File: src/rtl/map_view_scan_ctrl.sv
// -----------------------------------------------------------------------------
// map_view_scan_ctrl
//
// Frame scheduler for the map pixel renderer. Each accepted start walks a
// VIEW_W x VIEW_H viewport in raster order (col fastest) and drives map_x/map_y
// to the renderer. The renderer returns rd_pix one cycle after a coordinate is
// presented. Those pixels are captured into a 2-entry FIFO and streamed to the
// writer over a valid/ready handshake. A credit rule throttles coordinate issue
// so that the FIFO can never overflow, because the renderer cannot be stalled.
//
// Ports:
//   clk, rst            system clock, synchronous active-high reset
//   start               single-cycle frame request (ignored while busy)
//   org_x, org_y        viewport top-left map coordinate, latched on start
//   cen_x, cen_y        (MAP_VIEW_CENTER_EN only) viewport centre; the origin
//                       becomes cen - VIEW/2 clamped to the map
//   map_x, map_y        coordinate presented to the renderer
//   rd_pix              renderer pixel, valid one cycle after map_x/map_y
//   pix_data/valid/ready  RGB565 stream to the writer
//   pix_first, pix_last frame boundary tags travelling with each pixel
//   busy                frame in progress
//   done                one-cycle pulse after the final pixel is accepted
//
// Optional build macro: MAP_VIEW_CENTER_EN (centre-based origin with clamp).
// -----------------------------------------------------------------------------
module map_view_scan_ctrl #(
    parameter int VIEW_W = 240,
    parameter int VIEW_H = 240,
    parameter int MAP_W  = 320,
    parameter int MAP_H  = 240
) (
    input  logic        clk,
    input  logic        rst,
    input  logic        start,
    input  logic [8:0]  org_x,
    input  logic [8:0]  org_y,
`ifdef MAP_VIEW_CENTER_EN
    input  logic [8:0]  cen_x,
    input  logic [8:0]  cen_y,
`endif
    output logic [8:0]  map_x,
    output logic [8:0]  map_y,
    input  logic [15:0] rd_pix,
    output logic [15:0] pix_data,
    output logic        pix_valid,
    input  logic        pix_ready,
    output logic        pix_first,
    output logic        pix_last,
    output logic        busy,
    output logic        done
);

    if (VIEW_W < 1 || VIEW_W > 320 || VIEW_H < 1 || VIEW_H > 240 ||
        VIEW_W > MAP_W || VIEW_H > MAP_H) begin : g_bad_cfg
        $error("map_view_scan_ctrl: viewport parameters out of range");
    end

    localparam logic [8:0] LP_COL_LAST = 9'(VIEW_W - 1);
    localparam logic [8:0] LP_ROW_LAST = 9'(VIEW_H - 1);

    typedef enum logic [1:0] {
        S_IDLE,
        S_SCAN,
        S_DRAIN,
        S_FIN
    } state_t;

    state_t      r_state;
    logic [8:0]  r_org_x;
    logic [8:0]  r_col;
    logic [8:0]  r_row;
    logic [8:0]  r_map_x;
    logic [8:0]  r_map_y;
    logic        r_busy;
    logic        r_done;

    // Renderer latency stage: set the cycle rd_pix carries the issued pixel.
    logic        r_infl;
    logic        r_infl_first;
    logic        r_infl_last;

    // FIFO entry layout: {last, first, rgb565}.
    logic [17:0] r_mem [0:1];
    logic        r_wr_ptr;
    logic        r_rd_ptr;
    logic [1:0]  r_cnt;

    logic [17:0] w_head;
    logic        w_pop;
    logic        w_push;
    logic        w_iss;
    logic        w_col_end;
    logic        w_first;
    logic        w_last;
    logic        w_accept;
    logic [2:0]  w_occ;
    logic [8:0]  w_start_x;
    logic [8:0]  w_start_y;

`ifdef MAP_VIEW_CENTER_EN
    localparam logic signed [9:0] LP_HALF_W = 10'(VIEW_W / 2);
    localparam logic signed [9:0] LP_HALF_H = 10'(VIEW_H / 2);
    localparam logic signed [9:0] LP_MAX_X  = 10'(MAP_W - VIEW_W);
    localparam logic signed [9:0] LP_MAX_Y  = 10'(MAP_H - VIEW_H);

    // Saturate cen - half into [0, hi]; 10-bit signed covers -160..511.
    function automatic logic [8:0] clamp_org(input logic [8:0]        cen,
                                             input logic signed [9:0] half,
                                             input logic signed [9:0] hi);
        logic signed [9:0] v;
        v = $signed({1'b0, cen}) - half;
        if (v < 10'sd0)
            return 9'd0;
        else if (v > hi)
            return hi[8:0];
        else
            return v[8:0];
    endfunction

    assign w_start_x = clamp_org(cen_x, LP_HALF_W, LP_MAX_X);
    assign w_start_y = clamp_org(cen_y, LP_HALF_H, LP_MAX_Y);
`else
    assign w_start_x = org_x;
    assign w_start_y = org_y;
`endif

    assign w_head    = r_mem[r_rd_ptr];
    assign w_pop     = (r_cnt != 2'd0) && pix_ready;
    assign w_push    = r_infl;
    assign w_col_end = (r_col == LP_COL_LAST);
    assign w_first   = (r_col == 9'd0) && (r_row == 9'd0);
    assign w_last    = w_col_end && (r_row == LP_ROW_LAST);
    assign w_accept  = start && ((r_state == S_IDLE) || (r_state == S_FIN));

    // Credit: FIFO + in-flight + this issue must fit in 2 entries after
    // this cycle's pop, i.e. occupancy - pop <= 1.
    assign w_occ = {1'b0, r_cnt} + {2'b00, r_infl};
    assign w_iss = (r_state == S_SCAN) && (w_occ <= (3'd1 + {2'b00, w_pop}));

    always_ff @(posedge clk) begin
        if (rst) begin
            r_state      <= S_IDLE;
            r_org_x      <= 9'd0;
            r_col        <= 9'd0;
            r_row        <= 9'd0;
            r_map_x      <= 9'd0;
            r_map_y      <= 9'd0;
            r_busy       <= 1'b0;
            r_done       <= 1'b0;
            r_infl       <= 1'b0;
            r_infl_first <= 1'b0;
            r_infl_last  <= 1'b0;
            r_mem[0]     <= 18'd0;
            r_mem[1]     <= 18'd0;
            r_wr_ptr     <= 1'b0;
            r_rd_ptr     <= 1'b0;
            r_cnt        <= 2'd0;
        end else begin
            // Stage 1: renderer output captured into the FIFO
            if (w_push) begin
                r_mem[r_wr_ptr] <= {r_infl_last, r_infl_first, rd_pix};
                r_wr_ptr        <= ~r_wr_ptr;
            end
            if (w_pop)
                r_rd_ptr <= ~r_rd_ptr;
            case ({w_push, w_pop})
                2'b10:   r_cnt <= r_cnt + 2'd1;
                2'b01:   r_cnt <= r_cnt - 2'd1;
                default: r_cnt <= r_cnt;
            endcase

            // Stage 0: coordinate issue, tags follow the pixel down the pipe
            r_infl       <= w_iss;
            r_infl_first <= w_iss && w_first;
            r_infl_last  <= w_iss && w_last;

            r_done <= 1'b0;
            case (r_state)
                S_IDLE, S_FIN: begin
                    if (w_accept) begin
                        r_org_x <= w_start_x;
                        r_map_x <= w_start_x;
                        r_map_y <= w_start_y;
                        r_col   <= 9'd0;
                        r_row   <= 9'd0;
                        r_busy  <= 1'b1;
                        r_state <= S_SCAN;
                    end else begin
                        r_state <= S_IDLE;
                    end
                end
                S_SCAN: begin
                    if (w_iss) begin
                        // The final coordinate stays on map_x/map_y.
                        if (w_last) begin
                            r_state <= S_DRAIN;
                        end else if (w_col_end) begin
                            r_col   <= 9'd0;
                            r_row   <= r_row + 9'd1;
                            r_map_x <= r_org_x;
                            r_map_y <= r_map_y + 9'd1;
                        end else begin
                            r_col   <= r_col + 9'd1;
                            r_map_x <= r_map_x + 9'd1;
                        end
                    end
                end
                S_DRAIN: begin
                    // The last-tagged entry is the final push of the frame, so
                    // its acceptance means the FIFO and pipe are both empty.
                    if (w_pop && w_head[17]) begin
                        r_busy  <= 1'b0;
                        r_done  <= 1'b1;
                        r_state <= S_FIN;
                    end
                end
                default: r_state <= S_IDLE;
            endcase
        end
    end

    assign map_x     = r_map_x;
    assign map_y     = r_map_y;
    assign pix_valid = (r_cnt != 2'd0);
    assign pix_data  = w_head[15:0];
    assign pix_first = pix_valid && w_head[16];
    assign pix_last  = pix_valid && w_head[17];
    assign busy      = r_busy;
    assign done      = r_done;

endmodule
File: config.mk
export PLATFORM = sky130hd
export DESIGN_NAME = map_view_scan_ctrl
export DESIGN_NICKNAME = d
export VERILOG_FILES = /design/src/rtl/map_view_scan_ctrl.sv
export SDC_FILE = /design/constraint.sdc
export NUM_CORES = 1
export LEC_CHECK = 0
export CAP_MARGIN = 30
export CORE_ASPECT_RATIO = 2
export CORE_MARGIN = 5
export CORE_UTILIZATION = 54
export CTS_BUF_LIST = sky130_fd_sc_hd__clkbuf_8 sky130_fd_sc_hd__clkbuf_16
export DETAILED_ROUTE_END_ITERATION = 6
export GPL_ROUTABILITY_DRIVEN = 0
export HOLD_SLACK_MARGIN = 0.02
export MAX_ROUTING_LAYER = met4
export PLACE_DENSITY = 0.81
export RECOVER_POWER = 25
export SLEW_MARGIN = 5
export SYNTH_ARGS = -nofsm -noshare
export SYNTH_HDL_FRONTEND = slang
export SYNTH_SLANG_ARGS = --single-unit
File: constraint.sdc
create_clock -name clk -period 3.25 [get_ports clk]
set_input_delay 0.65 -clock clk [delete_from_list [all_inputs] [get_ports clk]]
set_output_delay 0.65 -clock clk [all_outputs]
set_load 0.05 [all_outputs]
Word level (Yosys, flattened, before mapping)

Memory sizes are Yosys's and may differ from the RTL's. A register that Yosys moved wholly into a read port is not among the register bits.
Index checks and enable logic that the tools add are counted.

Flip-flop bits (word level): 56
RAM bits: 36
Input port bits: 38
Output and inout bits: 39
Word-level logic and storage cells: 105
Memories kept: 1

$add $sub $neg: 8
Magnitude comparators: 1
Equal/unequal tests: 13
Mux-type cells: 39
Bitwise gates (word level): 3
Reduce and logical (&&, ||, !) cells: 26

Memory list:

| memory | depth | width | rd ports | clocked after memory_dff | wr ports | line | text |
|---|---|---|---|---|---|---|---|
| r_mem  | 2     | 18    | 1        | 1                        | 2        | 83   | `logic [17:0] r_mem [0:1];` |

Operators by type and width:

| cell                | number |
|---|---|
| $mux 9              | 15 |
| $pmux 9 s2          | 4 |
| $add 9x1->9 const B | 4 |
| $eq 9x8->1 const B  | 2 |
| $logic_not 9->1     | 2 |
| $mux 18             | 1 |
| $reduce_or 18->1    | 1 |
| $mux 1              | 13 |
| $ne 2x2->1 const B  | 6 |
| $logic_and 1x1->1   | 10 |
| $reduce_bool 2->1   | 4 |
| $eq 2x2->1 const B  | 3 |
| $mux 2              | 3 |
| $pmux 2 s3          | 1 |
| $reduce_and 3->1    | 2 |
| $reduce_and 5->1    | 1 |
| $eq 2x1->1 const B  | 2 |
| $pmux 2 s2          | 1 |
| $reduce_and 4->1    | 1 |
| $reduce_or 2->1     | 2 |
| $add 2x1->3         | 1 |
| $le 3x2->1          | 1 |
| $not 1->1           | 3 |
| $add 1x1->2 const A | 1 |
| other kinds (6)     | 6 |

Depth between registers and ports, before layout

Gate-level depths: netlist of run 1.

Depth in word-level cells: 7
Depth in mapped cells: 9
Mapped depth without buffers: 8

Worst setup path before layout of run 1

OpenSTA, ideal clock, no wires.

Path type: input port to flip-flop
From: input port pix_ready
To: register r_row[2]
Library setup time: 0.071 ns
Arrival time: 2.831 ns
Data required time: 3.179 ns
Setup slack: 0.349 ns
Stages: 8
Buffers on the path: 0
Cells stage by stage: o21ai_1 inv_1 fa_1 or3b_4 a31o_2 nor4_4 nand3b_1 a21oi_1

Cells in the longest elaborated chain, start to end: 6

Ends and longest elaborated chain:

| item                              | line | text |
|---|---|---|
| from (decl)                       | 46   | `input logic pix_ready,` |
| $logic_and 1x1->1                 | 128  | `assign w_pop = (r_cnt != 2'd0) && pix_ready;` |
| via w_pop                         | 89   | `logic w_pop;` |
| $add 1x1->2                       | 138  | `assign w_iss = (r_state == S_SCAN) && (w_occ <= (3'd1 + {2'b00, w_pop}));` |
| $le 3x2->1                        | 138  |  |
| $logic_and 1x1->1                 | 138  |  |
| $ne 2x2->1 (no source line)       | --   |  |
| $reduce_and 5->1 (no source line) | --   |  |
| to (signal assigned)              | 199  | `r_row <= r_row + 9'd1;` |
| to (decl)                         | 71   | `logic [8:0] r_row;` |

The timed path passes the listed nets, and every way through them passes these cells.
A chain may end at the register's enable or synchronous reset.

Worst setup path after layout of run 1

Ends and elaborated chain as after synthesis.

==> results of run 1 <==
## cell usage in the layout (no fill, tap or decap), types with 2 or more instances in the layout
cell type / n
sky130_fd_sc_hd__clkdlybuf4s50_1: 75
sky130_fd_sc_hd__dfxtp_1: 57
sky130_fd_sc_hd__nand2_1: 45
sky130_fd_sc_hd__a21oi_1: 39
sky130_fd_sc_hd__edfxtp_1: 36
sky130_fd_sc_hd__nor2_1: 30
sky130_fd_sc_hd__nand3_1: 28
sky130_fd_sc_hd__and2_1: 25
sky130_fd_sc_hd__o21ai_0: 22
sky130_fd_sc_hd__inv_1: 18
sky130_fd_sc_hd__mux2_2: 17
sky130_fd_sc_hd__buf_4: 14
sky130_fd_sc_hd__nor3_1: 13
sky130_fd_sc_hd__and2_0: 13
sky130_fd_sc_hd__a32o_1: 11
sky130_fd_sc_hd__ha_1: 11
sky130_fd_sc_hd__nand4_1: 9
sky130_fd_sc_hd__clkbuf_16: 9
sky130_fd_sc_hd__xor2_1: 8
sky130_fd_sc_hd__nor4_1: 7
sky130_fd_sc_hd__mux2i_1: 6
sky130_fd_sc_hd__o31ai_1: 6
sky130_fd_sc_hd__xnor2_1: 6
sky130_fd_sc_hd__or3_1: 5
sky130_fd_sc_hd__o211ai_1: 4
sky130_fd_sc_hd__nor2b_1: 4
sky130_fd_sc_hd__a211oi_1: 4
sky130_fd_sc_hd__clkbuf_1: 4
sky130_fd_sc_hd__o21ai_2: 3
sky130_fd_sc_hd__a311oi_1: 3
sky130_fd_sc_hd__clkinv_1: 2
sky130_fd_sc_hd__a31oi_4: 2
sky130_fd_sc_hd__nand4bb_1: 2
sky130_fd_sc_hd__and4_1: 2
sky130_fd_sc_hd__o2bb2ai_1: 2
sky130_fd_sc_hd__a31oi_1: 2
sky130_fd_sc_hd__clkinv_2: 2
sky130_fd_sc_hd__buf_8: 2
## registers in the layout (all words and copies together), names as in the netlist, named ones only
| signal | flops |
|---|---|
| busy | 1 |
| r_row | 9 |
| r_infl_last | 1 |
| r_wr_ptr | 1 |
| r_col | 9 |
| r_cnt | 2 |
| r_state | 2 |
| r_infl | 1 |
| r_infl_first | 1 |
| done | 1 |
| map_y | 9 |
| r_rd_ptr | 1 |
| map_x | 9 |
| r_mem | 36 |
| r_org_x | 9 |
## final cells by class
class	count	area, sq um	share of cell area
timing repair buffer	97	931	0.157
clock inverter	7	58.8	0.00990
clock buffer	9	225	0.0379
multi-input combinational	352	2310	0.390
sequential	93	2220	0.374
inverter	17	63.8	0.0107
tap	100	125	0.0211
## worst max-delay path, cell delays in order
cell and delay [ns]:
sky130_fd_sc_hd__clkdlybuf4s50_1 0.48, sky130_fd_sc_hd__o21ai_0 0.13, sky130_fd_sc_hd__inv_1 0.10, sky130_fd_sc_hd__fa_1 0.45, sky130_fd_sc_hd__or3b_4 0.45, sky130_fd_sc_hd__a31o_2 0.32, sky130_fd_sc_hd__nor4_4 0.25, sky130_fd_sc_hd__buf_4 0.20
sky130_fd_sc_hd__nand3b_1 0.08, sky130_fd_sc_hd__a21oi_1 0.13
## final timing paths
kind                              to  slack, ns  cells past startpoint
max            r_row[2]$_SDFFE_PP0P_       0.25                     10
min reg2reg  r_org_x[6]$_SDFFE_PP0P_       0.46                      2
min          r_org_x[6]$_SDFFE_PP0P_       0.46                      2
max reg2reg    r_row[2]$_SDFFE_PP0P_       0.48                      9
## per-layer routing
layer  share of wire  routed length, um  vias to the layer above
met5               0                  0                        -
li1                -                  -                     1939
met3           0.040                457                       22
met2            0.56               6380                      116
met4           0.024                271                        0
met1            0.38               4270                     1907
## power groups by stage
stage	clock, mW	sequential [mW]	combinational, mW
after global placement	0	1.63	2.30
after CTS	1.01	1.62	2.37
after detailed placement	0	1.64	2.35
final	1.00	1.62	2.36
after global routing	1.07	1.65	2.54
after floorplan	0	1.93	1.30
## Yosys cell counts (2+ instances only)
library cell	count
sky130_fd_sc_hd__nand3_1	28
sky130_fd_sc_hd__o21ai_0	22
sky130_fd_sc_hd__nor2_1	30
sky130_fd_sc_hd__xor2_1	8
sky130_fd_sc_hd__nor3_1	13
sky130_fd_sc_hd__mux2i_1	6
sky130_fd_sc_hd__edfxtp_1	36
sky130_fd_sc_hd__nand2_1	45
sky130_fd_sc_hd__a31oi_4	2
sky130_fd_sc_hd__and2_1	38
sky130_fd_sc_hd__mux2_2	17
sky130_fd_sc_hd__o2bb2ai_1	2
sky130_fd_sc_hd__buf_1	3
sky130_fd_sc_hd__nor4_1	7
sky130_fd_sc_hd__nand4_1	9
sky130_fd_sc_hd__nand4bb_1	2
sky130_fd_sc_hd__dfxtp_1	57
sky130_fd_sc_hd__o21ai_2	2
sky130_fd_sc_hd__o31ai_1	6
sky130_fd_sc_hd__a31oi_1	2
sky130_fd_sc_hd__nor2b_1	4
sky130_fd_sc_hd__and4_1	2
sky130_fd_sc_hd__clkbuf_1	15
sky130_fd_sc_hd__a32o_1	11
sky130_fd_sc_hd__a211oi_1	4
sky130_fd_sc_hd__a311oi_1	3
sky130_fd_sc_hd__ha_1	11
sky130_fd_sc_hd__inv_1	16
sky130_fd_sc_hd__buf_6	3
sky130_fd_sc_hd__or3_1	5
sky130_fd_sc_hd__buf_2	3
sky130_fd_sc_hd__xnor2_1	6
sky130_fd_sc_hd__a21oi_1	39
sky130_fd_sc_hd__o211ai_1	4
## cells by family after synthesis
logic type	share of synthesized area
buf+inv	0.0382
simple gates	0.222
flops	0.472
compound gates	0.156
mux	0.0534
xor+xnor	0.0260
fa+ha+maj	0.0335
## stage by stage
stage	instances	setup TNS [ns]	setup slack (ns)	cell area, sq um
2_1_floorplan	486	0	0.349	4710
3_3_place_gp	657	0	0.0298	5640
3_5_place_dp	657	-0.00717	-0.00717	5640
4_1_cts	673	0	0.327	5930
5_1_grt	675	0	0.137	5940
6_report	675	0	0.255	5940
==> Flow_metrics.wiki, run 1 <==
{| class="wikitable"
! Metric !! Value
|-
| Post-CTS setup-driven buffer insertion count || 0
|-
| Maximum number of pins on one net before global-route repair || 35
|-
| Clock Skew || 0.00530 ns
|-
| Final ANT Viol Nets || 0
|-
| Run status || finished, violations left
|-
| Flops & latches, synth || 93
|-
| Hold crit path type || flop to flop
|-
| Switching pwr || 2.09 mW
|-
| Synthesized instance count || 486
|-
| TritonRoute pass-1 iters || 4
|-
| Area growth from synthesis to layout || 26.0%
|-
| Sequential cell area fraction in the yosys report || 0.472
|-
| Total power || 4.98 mW
|-
| Number of nets in the final layout || 620
|-
| Startpoint type of the worst setup path || input pin
|-
| Number of endpoints failing setup at the final stage || 0
|-
| First-pass GRT wire length || 18600 um
|-
| FILL cells || 717
|-
| Actual transition at the worst max-transition pin || 1.63 ns
|-
| Net count after synthesis || 536
|-
| Detailed Place HPWL || 8250 um
|-
| Relative contribution of combinational cells to total power || 0.473
|-
| # H-tree levels || 3
|-
| Routed via count || 3984
|-
| Max transition margin || -0.0863
|-
| Core Rows || 48
|-
| Layer with the highest usage || met2
|-
| Post-Route Hold Slack || 0.459 ns
|-
| Worst vdd ir || 598 uV
|-
| Number of buffers on the longest clock path || 2
|-
| Ratio of final minimum period to clock period || 0.922
|-
| Post-layout utilization of the core || 0.692
|-
| LEAKAGE || 2.14 nW
|-
| Max Fanout on Critical Path || 8
|-
| RSZ-0062 raised after global routing || false
|-
| Count of final max-slew check failures || 35
|-
| Met1 track demand over resource in global routing || 0.219
|-
| Share of cells above drive strength 1 || 0.106
|-
| Most area-hungry cell type in the Yosys netlist || sky130_fd_sc_hd__dfxtp_1
|-
| Power density over cell area || 839 mW/mm^2
|-
| Placeable core area || 0.00859 sq mm
|-
| Ant. Diodes || 0
|-
| Classification of the worst setup path || input pin to flop
|-
| Cell area after synthesis || 0.00471 sq mm
|-
| Violations in the final reports || capacitance limit, slew limit
|-
| Startpoint of the most critical setup path || pix_ready
|-
| Antenna violations before repair || 0
|-
| Final count of hold timing violations || 0
|-
| Commonest register cell after synthesis || sky130_fd_sc_hd__dfxtp_1
|-
| Data required time of the worst path || 3.50 ns
|-
| Number of sinks handled by clock tree synthesis || 93
|-
| Total grt overflow || 0
|-
| TritonCTS clock tree || built
|-
| Leading cell types by total area after synthesis || sky130_fd_sc_hd__dfxtp_1 24%, sky130_fd_sc_hd__edfxtp_1 23%, sky130_fd_sc_hd__and2_1 5.0%, sky130_fd_sc_hd__a21oi_1 4.1%, sky130_fd_sc_hd__mux2_2 4.1%
|-
| Sequential fraction of design power || 0.326
|-
| Die area || 0.0108 sq mm
|-
| Clock period minus final worst setup slack || 3.00 ns
|-
| Final routed DRC violation total || 0
|-
| Inserted Clock Buffers || 9
|-
| Die span in y || 142 um
|-
| Global routing met2 resource utilization || 0.396
|-
| Routed WL per cell || 16.8 um
|-
| Cell at the root of the clock tree || sky130_fd_sc_hd__clkbuf_16
|-
| Area share of the largest cell type after synthesis || 0.242
|-
| Number of global-route vias before repair || 3903
|-
| Average footprint of a synthesized cell || 9.70 sq um
|-
| Resized Gates After CTS || 0
|-
| EDFF count, synth || 36
|-
| Switching part of the total power || 0.419
|-
| Data arrival time of the critical path || 3.24 ns
|-
| I/O Buffers || 76
|-
| Clock transition at path regs || 0.06 ns
|-
| Critical path capture point type || flop
|-
| Via/cell ratio || 5.90
|-
| Design internal power || 2.89 mW
|-
| Proportion of synthesized flip-flops having asynchronous set or reset || 0
|-
| Worst r2r src || r_cnt[0]$_SDFFE_PP0P_
|-
| GRT Overall Usage || 0.215
|-
| Width of the chip || 76.1 um
|-
| Total detailed-routing wirelength || 11400 um
|-
| Clock latency at the later pin of the worst-skew pair || 0.33 ns
|-
| Initial core utilization || 0.549
|-
| Cts hold-fix bufs || 0
|-
| Maximum clock frequency || 334 MHz
|-
| Count of maximum capacitance violations || 1
|-
| Warning count from the yosys run || 0
|-
| Worst hold start || r_org_x[6]$_SDFFE_PP0P_
|-
| Top Ports || 77
|-
| Count of cell types in the netlist || 59
|-
| First DRT Iteration DRCs || 213
|-
| Proportion of power drawn by the clock network || 0.201
|-
| Met3 Track Usage GR || 0.0368
|}
(Power assumes the default switching activity.)
==> inputs of run 2 (changes only) <==
--- a/config.mk
+++ b/config.mk
@@ -6,7 +6,6 @@
 export NUM_CORES = 1
 export LEC_CHECK = 0
 export CAP_MARGIN = 30
-export CORE_ASPECT_RATIO = 2
 export CORE_MARGIN = 5
 export CORE_UTILIZATION = 54
 export CTS_BUF_LIST = sky130_fd_sc_hd__clkbuf_8 sky130_fd_sc_hd__clkbuf_16
==> run 2 against run 1 <==
The run now ends clean; cell count up 1.3%; setup slack worse by 0.016 ns; clock skew up 0.0070 ns; routed wire length down 1.5%; clock-buffer cell count unchanged; non-clock buffer count up 1; sequential share of layout area up 0.75 points; flip-flop and latch count unchanged; power down 6.9%; sequential power about the same; combinational power about the same; worst hold slack better by 0.0072 ns; critical endpoint is now map_y[4]$_SDFFE_PP0P_; largest cell class unchanged; highest routed layer unchanged.
==> Flow_metrics.wiki, run 2 (synthesis results as in run 1) <==
{| class="wikitable"
! Metric !! Value
|-
| Final ANT Viol Nets || 0
|-
| Clock transition at path regs || 0.09 ns
|-
| TritonRoute pass-1 iters || 4
|-
| Actual transition at the worst max-transition pin || 1.38 ns
|-
| Total detailed-routing wirelength || 11200 um
|-
| WP depth || 10
|-
| Slowest cell on crit path || sky130_fd_sc_hd__clkdlybuf4s50_1
|-
| Max transition margin || 0.0823
|-
| Share of cells above drive strength 1 || 0.108
|-
| Classification of the worst setup path || input pin to flop
|-
| TritonCTS clock tree || built
|-
| FILL cells || 713
|-
| Final count of hold timing violations || 0
|-
| Routed met3 length || 697 um
|-
| Die area || 0.0107 sq mm
|-
| Top routing layer used || met4
|-
| Routed WL per cell || 16.4 um
|-
| Maximum number of pins on one net before global-route repair || 32
|-
| Via/cell ratio || 5.93
|-
| First-pass GRT wire length || 18400 um
|-
| Endpoint of the most critical setup path || map_y[4]$_SDFFE_PP0P_
|-
| Total grt overflow || 0
|-
| Area growth from synthesis to layout || 23.6%
|-
| Clock latency at the later pin of the worst-skew pair || 0.37 ns
|-
| Clock Skew || 0.0123 ns
|-
| Resized Gates After CTS || 0
|-
| CP Cell Sequence || clkdlybuf4s50_1 > o21ai_0 > inv_1 > fa_1 > or3b_4 > buf_4 > a31oi_4 > buf_4 > nand3_1 > a32o_1
|-
| Total power || 4.63 mW
|-
| Detailed Place HPWL || 7770 um
|-
| Antenna violations before repair || 0
|-
| Initial core utilization || 0.548
|-
| LEAKAGE || 2.09 nW
|-
| Ratio of final minimum period to clock period || 0.927
|-
| Most common cell after layout, fill and taps aside || sky130_fd_sc_hd__clkdlybuf4s50_1
|-
| Critical Path Max Stage Delay || 0.49 ns
|-
| Placeable core area || 0.00859 sq mm
|-
| Commonest cells after routing, fill and taps aside || 75 x sky130_fd_sc_hd__clkdlybuf4s50_1, 57 x sky130_fd_sc_hd__dfxtp_1, 45 x sky130_fd_sc_hd__nand2_1
|-
| Run status || complete, no violations
|-
| Setup TNS Final || 0 ns
|-
| Top Ports || 77
|-
| Cell at the root of the clock tree || sky130_fd_sc_hd__clkbuf_8
|-
| Critical path capture point type || flop
|-
| Cts hold-fix bufs || 0
|-
| Reg-to-reg setup timing slack || 0.44 ns
|-
| Maximum clock frequency || 332 MHz
|-
| Startpoint of the most critical setup path || pix_ready
|-
| Met1 WL || 4750 um
|-
| CP top delay family || buffers and inverters
|-
| Register with the most flip-flops || r_mem
|-
| Most common cell on crit path || sky130_fd_sc_hd__buf_4
|-
| Post-Route Hold Slack || 0.466 ns
|-
| Power density over cell area || 796 mW/mm^2
|-
| Number of nets in the final layout || 621
|-
| Number of endpoints failing setup at the final stage || 0
|-
| Die span in y || 103 um
|-
| Combined buffer and inverter count along the critical path || 4
|-
| Number of sinks handled by clock tree synthesis || 93
|-
| Core Rows || 34
|-
| Routed via count || 4056
|-
| Worst Reg-to-Reg Cells || 9
|-
| Startpoint type of the worst setup path || input pin
|-
| Count of final max-slew check failures || 0
|-
| Post-CTS setup-driven buffer insertion count || 0
|-
| Data arrival time of the critical path || 3.27 ns
|-
| Worst r2r src || r_cnt[0]$_SDFFE_PP0P_
|-
| Clock period minus final worst setup slack || 3.01 ns
|-
| Max Fanout on Critical Path || 18
|-
| Hold crit path type || flop to flop
|-
| GRT Overall Usage || 0.221
|-
| Worst vdd ir || 555 uV
|-
| Number of global-route vias before repair || 4037
|-
| First DRT Iteration DRCs || 225
|-
| Ant. Diodes || 0
|-
| I/O Buffers || 76
|-
| Final routed DRC violation total || 0
|-
| Post-layout utilization of the core || 0.678
|-
| Data required time of the worst path || 3.51 ns
|-
| Inserted Clock Buffers || 9
|-
| RR Endpoint || map_y[4]$_SDFFE_PP0P_
|-
| Width of the chip || 103 um
|-
| Count of maximum capacitance violations || 0
|-
| Routed length on met2 || 5620 um
|-
| RSZ-0062 raised after global routing || false
|-
| # H-tree levels || 3
|-
| Number of buffers on the longest clock path || 2
|-
| Number of flip-flops in the largest register || 36
|}
run 2: layout make-up:
class / instances / area (sq um) / share of cell area
well taps: 108 / 135 / 0.0232
inverters: 17 / 63.8 / 0.0110
flip-flops and latches: 93 / 2220 / 0.382
multi-input cells: 352 / 2310 / 0.397
clock inverters: 7 / 41.3 / 0.00709
repair buffers: 98 / 923 / 0.159
clock buffers: 9 / 124 / 0.0213
run 2: metrics by stage:
step           worst slack, ns  instance area (sq um)  cells
2_1_floorplan            0.349                   4710    486
3_3_place_gp           0.00828                   5670    667
3_5_place_dp           -0.0740                   5670    667
4_1_cts                  0.283                   5830    683
5_1_grt                  0.154                   5820    684
6_report                 0.239                   5820    684
run 2: worst min path at each step:
stage / slack [ns] / start / to / cells after the start
floorplan: 0.43 / r_org_x[6]$_SDFFE_PP0P_ / r_org_x[6]$_SDFFE_PP0P_ / 2
global placement: 0.44 / r_org_x[6]$_SDFFE_PP0P_ / r_org_x[6]$_SDFFE_PP0P_ / 2
detailed placement: 0.46 / r_org_x[4]$_SDFFE_PP0P_ / r_org_x[4]$_SDFFE_PP0P_ / 2
CTS: 0.47 / r_org_x[1]$_SDFFE_PP0P_ / r_org_x[1]$_SDFFE_PP0P_ / 2
global route: 0.49 / r_org_x[0]$_SDFFE_PP0P_ / r_org_x[0]$_SDFFE_PP0P_ / 2
finish: 0.47 / r_org_x[4]$_SDFFE_PP0P_ / r_org_x[4]$_SDFFE_PP0P_ / 2
run 2: power breakdown:
part | total, mW | leakage, nW | internal, mW | switching (mW)
clock network | 0.681 | 0.0859 | 0.273 | 0.408
registers | 1.62 | 0.838 | 1.43 | 0.198
logic | 2.33 | 1.16 | 0.862 | 1.47
run 2: tightest hold or removal path: stages, from the launching register on:
cell and delay (ns):
sky130_fd_sc_hd__dfxtp_1 0.32, sky130_fd_sc_hd__nand2_1 0.05, sky130_fd_sc_hd__a21oi_1 0.06
run 2: per-layer routing:
layer  global-route usage  up-vias
li1                     -     1942
met1                0.267     1967
met2                0.385      135
met3               0.0335       12
met4               0.0618        0
met5                    -        -
==> inputs of run 3 (changes only) <==
--- a/config.mk
+++ b/config.mk
@@ -13,7 +13,7 @@
 export GPL_ROUTABILITY_DRIVEN = 0
 export HOLD_SLACK_MARGIN = 0.02
 export MAX_ROUTING_LAYER = met4
-export PLACE_DENSITY = 0.81
+export PLACE_DENSITY = 0.91
 export RECOVER_POWER = 25
 export SLEW_MARGIN = 5
 export SYNTH_ARGS = -nofsm -noshare
==> run 3 against run 2 <==
The run now ends with capacitance limit, slew limit left; fmax rose by 1.7%; first-iteration DRC count rose by 13%; setup slack improved by 0.050 ns; clock skew fell by 0.0017 ns; combinational power barely moved; sequential share of layout area barely moved; final area barely moved.
==> Flow_metrics.wiki, run 3 (synthesis results as in run 1) <==
{| class="wikitable"
! Metric !! Value
|-
| Run status || finished, violations left
|-
| Violations in the final reports || capacitance limit, slew limit
|-
| Post-CTS setup-driven buffer insertion count || 0
|-
| I/O Buffers || 76
|-
| Top Ports || 77
|-
| TritonCTS clock tree || built
|-
| First DRT Iteration DRCs || 255
|-
| Worst Reg-to-Reg Cells || 8
|-
| Classification of the worst setup path || input pin to flop
|-
| Ratio of final minimum period to clock period || 0.911
|-
| Startpoint type of the worst setup path || input pin
|-
| Max Fanout on Critical Path || 8
|-
| Die area || 0.0107 sq mm
|-
| Hold crit path type || flop to flop
|-
| # H-tree levels || 3
|-
| Clock latency at the later pin of the worst-skew pair || 0.37 ns
|-
| RR Endpoint || r_col[5]$_SDFFE_PP0P_
|-
| Max transition margin || -0.200
|-
| LEAKAGE || 2.08 nW
|-
| Reg-to-reg setup timing slack || 0.50 ns
|-
| Resized Gates After CTS || 0
|-
| Ant. Diodes || 0
|-
| Placeable core area || 0.00859 sq mm
|-
| Count of final max-slew check failures || 39
|-
| Number of nets in the final layout || 618
|-
| FILL cells || 668
|-
| Number of global-route vias before repair || 4087
|-
| Number of endpoints failing setup at the final stage || 0
|-
| Cell at the root of the clock tree || sky130_fd_sc_hd__clkbuf_8
|-
| Data required time of the worst path || 3.49 ns
|-
| Depth of the worst hold-timing path || 2
|-
| Area growth from synthesis to layout || 23.6%
|-
| Number of sinks handled by clock tree synthesis || 93
|-
| Data arrival time of the critical path || 3.20 ns
|-
| GRT Overall Usage || 0.232
|-
| Final routed DRC violation total || 0
|-
| Clock transition at path regs || 0.09 ns
|-
| Cts hold-fix bufs || 0
|-
| Share of cells above drive strength 1 || 0.108
|-
| Clock period minus final worst setup slack || 2.96 ns
|-
| Routed via count || 4108
|-
| Via/cell ratio || 6.03
|-
| RSZ-0062 raised after global routing || false
|-
| Worst r2r src || r_cnt[0]$_SDFFE_PP0P_
|-
| Count of maximum capacitance violations || 1
|-
| Critical path capture point type || flop
|-
| Routed WL per cell || 16.9 um
|-
| Final ANT Viol Nets || 0
|-
| Actual transition at the worst max-transition pin || 1.80 ns
|-
| Die span in y || 103 um
|-
| Final count of hold timing violations || 0
|-
| Worst vdd ir || 714 uV
|-
| Number of buffers on the longest clock path || 2
|-
| Core Rows || 34
|-
| Setup TNS Final || 0 ns
|-
| Maximum number of pins on one net before global-route repair || 39
|-
| Antenna violations before repair || 0
|-
| Clock Skew || 0.0106 ns
|-
| Total detailed-routing wirelength || 11500 um
|-
| Total grt overflow || 0
|-
| Post-route design area || 0.00583 sq mm
|-
| Commonest cells after routing, fill and taps aside || 75 x sky130_fd_sc_hd__clkdlybuf4s50_1, 57 x sky130_fd_sc_hd__dfxtp_1, 45 x sky130_fd_sc_hd__nand2_1
|-
| Worst hold start || r_org_x[1]$_SDFFE_PP0P_
|-
| Register area || 0.00222 sq mm
|-
| Most common cell after layout, fill and taps aside || sky130_fd_sc_hd__clkdlybuf4s50_1
|-
| TritonRoute pass-1 iters || 5
|-
| Detailed Place HPWL || 7990 um
|-
| Number of flip-flops in the largest register || 36
|-
| Register with the most flip-flops || r_mem
|-
| First-pass GRT wire length || 19100 um
|-
| Multi-input logic area || 0.00231 sq mm
|-
| Maximum clock frequency || 338 MHz
|-
| Destination of the worst hold path || r_org_x[1]$_SDFFE_PP0P_
|-
| Power density over cell area || 805 mW/mm^2
|-
| Post-detailed-placement cell area || 0.00566 sq mm
|-
| Initial core utilization || 0.548
|-
| Width of the chip || 103 um
|-
| Inserted Clock Buffers || 9
|}
run 3: cell types whose count changed in the layout (fill, tap and decap cells not counted), sizes merged:
cell	change
clkinvlp	+1
clkinv	-2
buf	-1
inv	+1
clkbuf	-2
run 3: worst max-delay path: stages:
cell	delay (ns)
sky130_fd_sc_hd__clkdlybuf4s50_1	0.43
sky130_fd_sc_hd__o21ai_1	0.12
sky130_fd_sc_hd__inv_1	0.09
sky130_fd_sc_hd__fa_1	0.49
sky130_fd_sc_hd__or3b_4	0.45
sky130_fd_sc_hd__a31o_2	0.31
sky130_fd_sc_hd__buf_4	0.17
sky130_fd_sc_hd__o21ai_2	0.37
sky130_fd_sc_hd__nor2_1	0.11
run 3: area by class of cell:
cell class,count,share of cell area
clock buffers,9,0.0213
clock inverters,7,0.00859
inverters,17,0.0110
multi-input cells,352,0.396
flip-flops and latches,93,0.381
well taps,108,0.0232
repair buffers,95,0.158
run 3: worst max-delay path by stage:
stage	end	startpoint
after floorplan	r_row[2]$_SDFFE_PP0P_	pix_ready
after global placement	r_col[0]$_SDFFE_PP0P_	pix_ready
after detailed placement	r_col[4]$_SDFFE_PP0P_	pix_ready
after CTS	r_col[2]$_SDFFE_PP0P_	pix_ready
after global routing	r_row[8]$_SDFFE_PP0P_	pix_ready
final	r_col[5]$_SDFFE_PP0P_	pix_ready
run 3: routing by layer:
layer | up-vias | share of wire | GRT usage | wire length [um]
met4 | 0 | 0.019 | 0.0807 | 214
li1 | 1935 | - | - | -
met1 | 1967 | 0.41 | 0.283 | 4670
met2 | 183 | 0.50 | 0.393 | 5730
met5 | - | 0 | - | 0
met3 | 23 | 0.075 | 0.0335 | 861
run 3: power by group:
part	switching [mW]	leakage [nW]	internal (mW)
clock	0.427	0.0874	0.281
combinational	1.48	1.15	0.874
sequential	0.198	0.838	1.43
run 3: per-stage QoR:
stage	power [mW]	utilization	setup slack (ns)	cells	hold WS, ns
finish	4.69	0.678	0.288	681	0.457
global route	4.97	0.678	0.187	681	0.476
CTS	4.69	0.679	0.353	681	0.461
detailed placement	3.99	0.659	0.0136	665	0.448
global placement	3.91	0.659	0.0726	665	0.443
floorplan	3.23	-	0.349	486	0.433
